===== config.mk =====
export PLATFORM = sky130hd
export DESIGN_NAME = picoblaze_irq_ctrl
export DESIGN_NICKNAME = d
export VERILOG_FILES = /design/src/rtl/picoblaze_irq_ctrl.sv
export SDC_FILE = /design/constraint.sdc
export NUM_CORES = 1
export LEC_CHECK = 0
export ABC_CLOCK_PERIOD_IN_PS = 2360
export CORE_ASPECT_RATIO = 1.75
export CORE_UTILIZATION = 33
export DETAILED_ROUTE_END_ITERATION = 7
export GPL_ROUTABILITY_DRIVEN = 0
export PLACE_DENSITY_LB_ADDON = 0.25
export SLEW_MARGIN = 20
export SYNTH_ARGS = -nofsm -noshare
export SYNTH_HDL_FRONTEND = slang
export SYNTH_SLANG_ARGS = --single-unit

===== constraint.sdc =====
create_clock -name clk -period 2.36 [get_ports clk]
set_input_delay 0.472 -clock clk [delete_from_list [all_inputs] [get_ports clk]]
set_output_delay 0.472 -clock clk [all_outputs]
set_load 0.05 [all_outputs]

===== src/rtl/picoblaze_irq_ctrl.sv =====
// Interrupt controller for KCPSM6: turns tick pulses into one held request per event,
// counts ticks dropped while a request is outstanding, and keeps seconds/heartbeat state.
module picoblaze_irq_ctrl #(
    parameter int HOLDOFF    = 4,
    parameter int SEC_WIDTH  = 16,
    parameter int MISS_WIDTH = 8
) (
    input  logic                  clk,
    input  logic                  reset_n,
    input  logic                  tick_in,
    input  logic                  irq_enable,
    input  logic                  interrupt_ack,
    input  logic                  clr_stat,
    output logic                  interrupt,
    output logic [SEC_WIDTH-1:0]  seconds,
    output logic [MISS_WIDTH-1:0] missed,
    output logic                  heartbeat_led
);

    typedef enum logic [1:0] {
        S_IDLE   = 2'd0,
        S_ASSERT = 2'd1,
        S_HOLD   = 2'd2
    } state_t;

    localparam logic [7:0]            CNT_LOAD = 8'(HOLDOFF - 1);
    localparam logic [SEC_WIDTH-1:0]  SEC_ONE  = 1;
    localparam logic [MISS_WIDTH-1:0] MISS_ONE = 1;

    state_t                state_q, state_d;
    logic                  tick_d_q, tick_d_d;
    logic                  queued_q, queued_d;
    logic [7:0]            cnt_q, cnt_d;
    logic [SEC_WIDTH-1:0]  seconds_q, seconds_d;
    logic [MISS_WIDTH-1:0] missed_q, missed_d;
    logic                  hb_q, hb_d;
    logic                  irq_q, irq_d;
    logic                  ev;
    logic                  miss_inc;

    always_comb begin
        ev        = tick_in & ~tick_d_q;
        tick_d_d  = tick_in;
        seconds_d = seconds_q;
        hb_d      = hb_q;
        state_d   = state_q;
        queued_d  = queued_q;
        cnt_d     = cnt_q;
        miss_inc  = 1'b0;
        missed_d  = missed_q;

        if (ev) begin
            seconds_d = seconds_q + SEC_ONE;
            hb_d      = ~hb_q;
        end

        case (state_q)
            S_IDLE: begin
                if (ev) state_d = S_ASSERT;
            end
            S_ASSERT: begin
                // A tick arriving with the ack is deferred, not dropped.
                if (interrupt_ack) begin
                    state_d  = S_HOLD;
                    cnt_d    = CNT_LOAD;
                    queued_d = ev;
                end else if (ev) begin
                    miss_inc = 1'b1;
                end
            end
            S_HOLD: begin
                if (cnt_q != 8'd0) cnt_d = cnt_q - 8'd1;
                if (ev) begin
                    if (queued_q) miss_inc = 1'b1;
                    else          queued_d = 1'b1;
                end
                if (cnt_q == 8'd0) begin
                    state_d  = queued_d ? S_ASSERT : S_IDLE;
                    queued_d = 1'b0;
                end
            end
            default: state_d = S_IDLE;
        endcase

        // Disabling withdraws everything; nothing dropped here counts as missed.
        if (!irq_enable) begin
            state_d  = S_IDLE;
            queued_d = 1'b0;
            miss_inc = 1'b0;
        end

        if (clr_stat)
            missed_d = '0;
        else if (miss_inc && (missed_q != {MISS_WIDTH{1'b1}}))
            missed_d = missed_q + MISS_ONE;

        irq_d = (state_d == S_ASSERT);
    end

    always_ff @(posedge clk or negedge reset_n) begin
        if (!reset_n) begin
            state_q   <= S_IDLE;
            tick_d_q  <= 1'b0;
            queued_q  <= 1'b0;
            cnt_q     <= 8'd0;
            seconds_q <= '0;
            missed_q  <= '0;
            hb_q      <= 1'b0;
            irq_q     <= 1'b0;
        end else begin
            state_q   <= state_d;
            tick_d_q  <= tick_d_d;
            queued_q  <= queued_d;
            cnt_q     <= cnt_d;
            seconds_q <= seconds_d;
            missed_q  <= missed_d;
            hb_q      <= hb_d;
            irq_q     <= irq_d;
        end
    end

    assign interrupt     = irq_q;
    assign seconds       = seconds_q;
    assign missed        = missed_q;
    assign heartbeat_led = hb_q;

endmodule


==> results.py <==
metrics = {
    "route": {
        "wl_um": 4155,
        "via_count": 1578,
        "drc_errors": 0,
        "wl_per_cell_um": 13.40,
        "vias_per_cell": 5.090,
        "first_pass_iters": 4,
        "ant_nets": 0,
        "drt-initial-drc-count": 14,
    },
    "yosys": {
        "synth_warnings": 0,
        "ys_seq_area_frac": 0.4813,
        "syn_inst": 194,
        "muxShareOfSynthArea": 0.01710,
        "synthArstFlopShare": 1.000,
        "synth_seq_cells": 38,
        "synth_area_leaders": "dfrtp_1 48%, xnor2_1 6.6%, ha_1 5.1%",
        "synthAdderAreaFrac": 0.05066,
        "synth_top_family_by_area": "simple AND/OR/NAND/NOR gates",
        "synth_ff_type": "dfrtp_1",
        "synth-compound-area-share": 0.1216,
        "synth_top_cell_by_area": "dfrtp_1",
        "synth_cell_types": 43,
        "syn-cell-area_mm2": 0.001976,
        "synth_edf_count": 0,
        "syn_avg_cell_area_um2": 10.18,
        "synth_xor_area_frac": 0.08423,
        "syn-num-nets": 208,
        "synth_top_cell_area_share": 0.4813,
        "yosys.area_share.simple": 0.2242,
    },
    "worst_setup_path": {
        "crit_chain": "clkdlybuf4s50_1",
        "crit_type": "reg -> out",
        "slowest_delay_ns": 0.85,
        "slowest_stage": "clkdlybuf4s50_1",
        "cp.required_ns": 1.89,
        "endpoint_kind": "output port",
        "worstReg2RegEnd": "missed[5]",
        "r2r_cells": 5,
        "worstPathArrival_ns": 1.62,
        "crit_buf_inv": 1,
        "reg2reg_slack_ns": 0.31,
        "startpoint_type": "flip-flop",
        "cpLargestDelayFamily": "buffers and inverters",
        "worstReg2RegStart": "missed[0]",
        "crit_fanout": 8,
    },
    "clocking": {
        "clk-insertion-delay-late_ns": 0.29,
        "post_cts_resized": 0,
        "htreeDepth": 2,
        "clock-sinks": 38,
        "cts_hold_buf": 0,
        "postCtsSetupRepairBufs": 0,
        "clockRootBuffer": "clkbuf_8",
        "clk_pin_slew_worst_paths_ns": 0.07,
        "clockBufferDepth": 2,
        "cts_tree": "yes",
        "cts_buffers": 5,
    },
    "global_route": {
        "grt-ovfl-total": 0,
        "antenna_found_initial": 0,
        "grt_max_degree": 39,
        "grt_first_pass_wirelength_um": 7231,
        "track_usage": 0.1495,
        "grt_pass1_vias": 1589,
    },
    "power": {
        "p_leak_nw": 1.028,
        "p_per_area_mw_per_mm2": 882.7,
        "peakVddDrop_uv": 692.3,
    },
    "die": {
        "core-area_mm2": 0.005675,
        "num_rows": 36,
        "die-area_mm2": 0.006312,
        "die_h_um": 104.4,
        "start_util": 0.3481,
        "pin_count": 32,
        "die_w_um": 60.49,
    },
    "timing": {
        "hold_viol": 0,
        "finClkSkew_ns": 0.005103,
        "min_period_ns": 2.094,
        "final-setup-viol-count": 0,
        "post-route-period-util": 0.8872,
        "rsz0062_at_grt": "false",
        "relSlewSlack": 0.4401,
        "slew_viol_final": 0,
        "fin_tns_setup_ns": 0,
        "worst_pin_slew_ns": 0.8398,
        "max_freq_ghz": 0.4776,
        "setup_ws_ns": 0.2663,
    },
    "cells_and_area": {
        "area_growth_pct": 27.99,
        "num-fill-cells": 576,
        "regArea_um2": 950.9,
        "multiInputGateArea_um2": 983.4,
        "final_cell_mix": "38 x dfrtp_1, 30 x clkdlybuf4s50_1, 15 x nand2_1, 15 x xnor2_1, 13 x a21oi_1",
        "drive_gt1_frac": 0.09829,
        "mostFrequentLayoutCell": "dfrtp_1",
        "final_nets": 247,
        "antenna_cells": 0,
    },
    "placement": {
        "pre_cts_slack_ns": 0.06263,
        "portBuffers": 31,
        "detailedPlacementHpwl_um": 3147,
    },
    "hold_path": {
        "hold_path_class": "in -> async",
    },
    "job": {
        "cap_violations": 0,
    },
    "run_status": {
        "status": "completed",
    },
}
-- Yosys cell counts, types with 2 or more instances --
library cell	instances
nand4_1	9
or3_1	5
nor4_1	2
nor2b_1	4
nor2_1	12
inv_1	5
nand2b_1	2
nand2_1	15
o21ai_1	2
and3_1	3
ha_1	8
dfrtp_1	38
or4_1	4
nand3_1	10
mux2_2	3
xor2_1	4
a21oi_1	13
o211ai_1	3
a21boi_1	2
o21ai_0	7
and4_1	2
o31ai_1	4
clkbuf_1	2
o221a_2	2
xnor2_1	15
-- logic make-up (layout without fill, tap and decap cells) --
family / after synthesis / in the layout
and+or+nand+nor: 79 / 79
AOI/OAI and AO/OA: 38 / 38
DFF: 38 / 38
xor gates and xnor gates: 19 / 19
buffers and inverters: 9 / 49
adders and majority gates: 8 / 8
muxes: 3 / 3
-- report_power, final --
part	internal [mW]	switching, mW	leakage, nW
Sequential	0.756	0.149	0.503
Clock	0.423	0.235	0.0683
Combinational	0.264	0.405	0.457
Total	1.44	0.789	1.03
-- flip-flops by register name (all words and copies together) (netlist names) --
| signal | flops |
|---|---|
| heartbeat_led | 1 |
| state_q | 2 |
| seconds | 16 |
| interrupt | 1 |
| cnt_q | 8 |
| tick_d_q | 1 |
| queued_q | 1 |
| missed | 8 |
-- layout make-up --
type,instances,area share
clock buffer,5,0.02721
clock inverter,3,0.02721
inverter,5,0.007422
multi-input combinational,147,0.3889
sequential,38,0.3761
tap,76,0.03761
timing repair buffer,36,0.1356
-- through the flow --
step | area, um^2 | hold slack (ns) | utilization | total power [mW] | instances
2_1_floorplan | 1976 | 0.1764 | - | 1.360 | 194
3_3_place_gp | 2391 | 0.4666 | 0.4213 | 1.580 | 302
3_5_place_dp | 2391 | 0.4699 | 0.4213 | 1.590 | 302
4_1_cts | 2529 | 0.3070 | 0.4455 | 2.255 | 310
5_1_grt | 2529 | 0.3526 | 0.4455 | 2.356 | 310
6_report | 2529 | 0.2773 | 0.4455 | 2.232 | 310
-- worst max path at each step --
stage | from | end | slack (ns) | cells after the start
after CTS | missed[3] | missed[3] | 0.26 | 1
after global placement | interrupt_ack | missed[7] | 0.11 | 5
after global routing | missed[3] | missed[3] | 0.19 | 1
final | missed[3] | missed[3] | 0.27 | 1
after detailed placement | interrupt_ack | missed[2] | 0.06 | 6
after floorplan | missed[0] | missed[3] | 0.26 | 6
-- per-layer routing --
| metal | part of all wire | vias up | global-route usage |
|---|---|---|---|
| li1 | - | 782 | - |
| met1 | 0.41 | 767 | 0.1721 |
| met5 | 0 | - | 0 |
| met2 | 0.54 | 22 | 0.2520 |
| met3 | 0.031 | 7 | 0.02985 |
| met4 | 0.021 | 0 | 0.07305 |
Note: power is estimated with default switching activity, not from simulation.
==> edit 1 (same settings) <==
Change the parameter `MISS_WIDTH` from 8 to 7.
--- a/src/rtl/picoblaze_irq_ctrl.sv
+++ b/src/rtl/picoblaze_irq_ctrl.sv
@@ -3,7 +3,7 @@
 module picoblaze_irq_ctrl #(
     parameter int HOLDOFF    = 4,
     parameter int SEC_WIDTH  = 16,
-    parameter int MISS_WIDTH = 8
+    parameter int MISS_WIDTH = 7
 ) (
     input  logic                  clk,
     input  logic                  reset_n,
Interface: changed (resized missed); port bits go from 32 to 31. The function was not compared with the original's and may differ.
==> edit 1 against the original RTL <==
Power decreased by 3.5%; design area decreased by 0.30%; via count increased by 3.9%; worst hold slack got worse by 0.0059 ns; sequential power decreased by 5.3%; sequential cell count decreased by 1; first-iteration DRC count increased by 36%; wire length increased by 2.0%; area after synthesis decreased by 1.0%; setup slack improved by 0.0070 ns; highest routed layer unchanged.
==> edit 1: results (changes against the original RTL) <==
stage	metric	value	unit	change
clocking	cts_root_buffer	clkbuf_8		unchanged
grt	antenna_found_initial	0		unchanged
setup_path	critical_path.max_stage_delay	0.57	ns	was 0.85 ns
setup_path	crit_slowest_cell	or4_1		was clkdlybuf4s50_1
drt	vias	1640		was 1578
synth	syn_nets	212		was 208
clocking	post_cts_resized	0		unchanged
timing	holdWs	0.271	ns	was 0.277 ns
pwr	p_leak	1.09	nW	was 1.03 nW
clocking	clock_latency	0.29	ns	about the same
placement	port_buffers	30		was 31
clocking	path_clk_slew	0.08	ns	
status	status	completed		unchanged
grt	grt_util_all_layers	15.1	%	was 14.9%
clocking	htreeDepth	2		unchanged
drt	drt_iter0_drc	19		was 14
timing	clock_skew	0.00556	ns	was 0.00510 ns
timing	worst_pin_slew	0.831	ns	was 0.840 ns
cells_and_area	drive_gt1_share	9.50	%	was 9.83%
setup_path	path_delay_family	simple AND/OR/NAND/NOR gates		was buffers and inverters
synth	seq_area_frac_synth	47.3	%	was 48.1%
grt	grt_max_degree	38		was 39
setup_path	rr_worst_depth	6		was 5
clocking	cts.path.max_buffers	2		unchanged
synth	synth_common_cells	37 x dfrtp_1, 20 x nor2_1, 18 x nand2_1		was 38 x dfrtp_1, 15 x nand2_1, 15 x xnor2_1
grt	grt_pass1_vias	1557		was 1589
cells_and_area	nNetsFinal	255		was 247
setup_path	worstPathArrival	2.30	ns	was 1.62 ns
drt	wl_per_cell	13.3	µm	was 13.4 µm
synth	synth.area.top_cells	dfrtp_1 47%, xnor2_1 6.7%, ha_1 5.1%		was dfrtp_1 48%, xnor2_1 6.6%, ha_1 5.1%
min_path	min_path_type	in2async		unchanged
setup_path	timing.rr.start	state_q[0]		was missed[0]
placement	dp_hpwl	3180	µm	was 3150 µm
pwr	vdd_drop_max	0.398	mV	was 0.692 mV
cells_and_area	fillers	550		was 576
grt	grt_pass1_wl	7180	µm	was 7230 µm
drt	first_pass_iters	2		was 4
synth	synthFlopType	dfrtp_1		unchanged
setup_path	reg2reg_to	missed[3]		was missed[5]
setup_path	r2r_slack	0.27	ns	was 0.31 ns
synth	synth.lib_cells_used.distinct	42		was 43
## edit 1: power breakdown
part / total [W] / switching (W) / internal, W
sequential: 0.000857 / 0.000125 / 0.000732
clock: 0.000583 / 0.000240 / 0.000344
combinational: 0.000715 / 0.000443 / 0.000272
## edit 1: logic make-up after synthesis
kind of cell / Yosys count / synth area share (%)
simple gates: 79 / 21.0
compound gates: 43 / 15.9
flops: 37 / 47.3
xor+xnor: 16 / 7.17
buf+inv: 14 / 2.94
fa+ha+maj: 8 / 5.12
mux: 1 / 0.512
## edit 1: layout make-up
cell class	instances	area [µm²]	area share (%)
Multi-Input combinational cell	147	972	38.6
Sequential cell	37	926	36.7
Timing Repair Buffer	40	370	14.7
Tap cell	76	95.1	3.77
Clock buffer	6	82.6	3.28
Clock inverter	2	37.5	1.49
Inverter	10	37.5	1.49
## edit 1: stage by stage
stage               utilization, %  instances  area (µm²)  worst slack [ns]  power (W)
floorplan                        -        198        1960             0.457    0.00133
global route                  44.8        318        2520             0.135    0.00227
detailed placement            42.6        310        2400             0.116    0.00159
CTS                           44.8        318        2520             0.247    0.00217
global placement              42.6        310        2400             0.152    0.00158
finish                        44.8        318        2520             0.273    0.00215
## edit 1: routing by layer
layer / vias up / global-route usage (%) / part of all wire, %
li1: 800 / - / -
met1: 811 / 16.2 / 39
met2: 23 / 27.0 / 56
met3: 6 / 3.00 / 2.6
met4: 0 / 6.48 / 2.0
met5: - / 0 / 0
## edit 1: how the worst max path moves through the flow
stage	slack (ns)	end	cells past startpoint	startpoint
floorplan	0.46	cnt_q[5]	6	state_q[0]
global placement	0.15	missed[4]	6	interrupt_ack
detailed placement	0.12	missed[4]	6	interrupt_ack
CTS	0.25	missed[3]	6	state_q[0]
global route	0.14	missed[2]	7	state_q[0]
finish	0.27	missed[3]	6	state_q[0]
==> edit 2 (same settings) <==
Made on the original files. Register the output `heartbeat_led` once more; this adds one clock of latency there. The other outputs are not delayed to match.
--- a/src/rtl/picoblaze_irq_ctrl.sv
+++ b/src/rtl/picoblaze_irq_ctrl.sv
@@ -122,7 +122,9 @@
     assign interrupt     = irq_q;
     assign seconds       = seconds_q;
     assign missed        = missed_q;
-    assign heartbeat_led = hb_q;
+    always_ff @(posedge clk) begin
+        heartbeat_led <= hb_q;
+    end
 
 endmodule
 
Function: changed (Yosys sat finds a counterexample within 4 cycles, from zero or initial values and one cycle with reset_n low).
==> edit 2 against the original RTL <==
Sequential cell count up 1; power down 3.1%; largest cell class unchanged; highest routed layer unchanged; area after synthesis up 1.0%; setup slack worse by 0.0076 ns; sequential share of layout area up 0.49 points; worst hold slack worse by 0.15 ns; design area up 0.79%; sequential power up 2.5%; wire length up 7.9%.
==> edit 2: results (changes against the original RTL) <==
stage	metric	value	unit	change
placement	dp_hpwl	3370	µm	was 3150 µm
grt	grt_util_all_layers	16.4	%	was 14.9%
cells_and_area	fillers	616		was 576
pwr	vdd_drop_max	0.354	mV	was 0.692 mV
grt	antenna_found_initial	0		unchanged
setup_path	path_delay_family	buffers and inverters		unchanged
drt	drt_iter0_drc	21		was 14
timing	holdWs	0.130	ns	was 0.277 ns
synth	synth.area.top_cells	dfrtp_1 48%, xnor2_1 6.6%, ha_1 5.0%		was dfrtp_1 48%, xnor2_1 6.6%, ha_1 5.1%
drt	first_pass_iters	4		unchanged
grt	grt_use_met1	19.4	%	was 17.2%
timing	clock_skew	0.00853	ns	was 0.00510 ns
timing	worst_pin_slew	0.528	ns	was 0.840 ns
clocking	cts_setup_buffers	0		unchanged
setup_path	crit_slowest_cell	clkdlybuf4s50_1		unchanged
clocking	htreeDepth	2		unchanged
clocking	cts_buffers	5		unchanged
grt	use_met3	3.09	%	was 2.99%
synth	async_reset_ff_share	97.4	%	was 100%
drt	wl_per_cell	14.2	µm	was 13.4 µm
setup_path	rr_worst_depth	5		unchanged
drt	vias_per_cell	5.09		about the same
setup_path	timing.rr.start	missed[0]		unchanged
synth	synth.lib_cells_used.distinct	44		was 43
grt	grt_pass1_wl	7900	µm	was 7230 µm
setup_path	critical_path.max_stage_delay	0.86	ns	
pwr	p_leak	1.04	nW	was 1.03 nW
grt	grt_use_met2	28.0	%	was 25.2%
synth	syn_nets	209		was 208
cells_and_area	drive_gt1_share	10.9	%	was 9.83%
clocking	cts.path.max_buffers	2		unchanged
synth	synth_common_cells	38 x dfrtp_1, 15 x nand2_1, 15 x xnor2_1		unchanged
grt	grt_max_degree	23		was 39
status	status	completed		unchanged
synth	seq_area_frac_synth	48.7	%	was 48.1%
cells_and_area	nNetsFinal	251		was 247
clocking	post_cts_resized	0		unchanged
die	fp.dieW	60.8	µm	was 60.5 µm
grt	grt_pass1_vias	1642		was 1589
==> edit 2: cells by family (layout without fill, tap and decap cells) <==
logic type | count (synthesis) | in the layout | synth area share (%)
buf+inv | 9 | 52 | 2.07
simple gates | 79 | 79 | 22.2
compound gates | 38 | 38 | 12.0
flops | 39 | 39 | 48.7
mux | 3 | 3 | 1.69
fa+ha+maj | 8 | 8 | 5.02
xor+xnor | 19 | 19 | 8.34
==> edit 2: final cells by class <==
cell class	count	area share, %
flip-flops and latches	39	38.1
clock inverters	3	1.72
multi-input cells	147	38.6
inverters	5	0.736
well taps	78	3.83
clock buffers	5	2.70
repair buffers	39	14.3
==> edit 2: worst max-delay path by stage <==
stage,startpoint,end,slack (ns)
6_report,missed[3],missed[3],0.26
5_1_grt,state_q[0],missed[2],0.18
4_1_cts,missed[3],missed[3],0.25
3_5_place_dp,interrupt_ack,missed[5],0.07
3_3_place_gp,interrupt_ack,missed[7],0.08
2_1_floorplan,missed[0],missed[3],0.26
==> edit 2: per-stage QoR <==
| stage | setup WS (ns) | utilization (%) | cell area, µm² | std cells | power, W |
|---|---|---|---|---|---|
| 2_1_floorplan | 0.265 | - | 2000 | 195 | 0.00139 |
| 3_3_place_gp | 0.0832 | 41.8 | 2440 | 308 | 0.00161 |
| 3_5_place_dp | 0.0725 | 41.8 | 2440 | 308 | 0.00162 |
| 4_1_cts | 0.245 | 43.7 | 2550 | 316 | 0.00219 |
| 5_1_grt | 0.176 | 43.7 | 2550 | 316 | 0.00230 |
| 6_report | 0.259 | 43.7 | 2550 | 316 | 0.00216 |
==> edit 2: power by group <==
group | leakage [nW] | internal [W] | switching [W]
Combinational | 0.472 | 0.000267 | 0.000409
Clock | 0.0581 | 0.000315 | 0.000244
Sequential | 0.511 | 0.000782 | 0.000146
Total | 1.04 | 0.00136 | 0.000799
==> edit 2: per-layer routing <==
layer  routed length (µm)  part of all wire [%]
met5                    0                     0
met1                 1780                    40
met2                 2510                    56
met3                  117                   2.6
met4                   71                   1.6
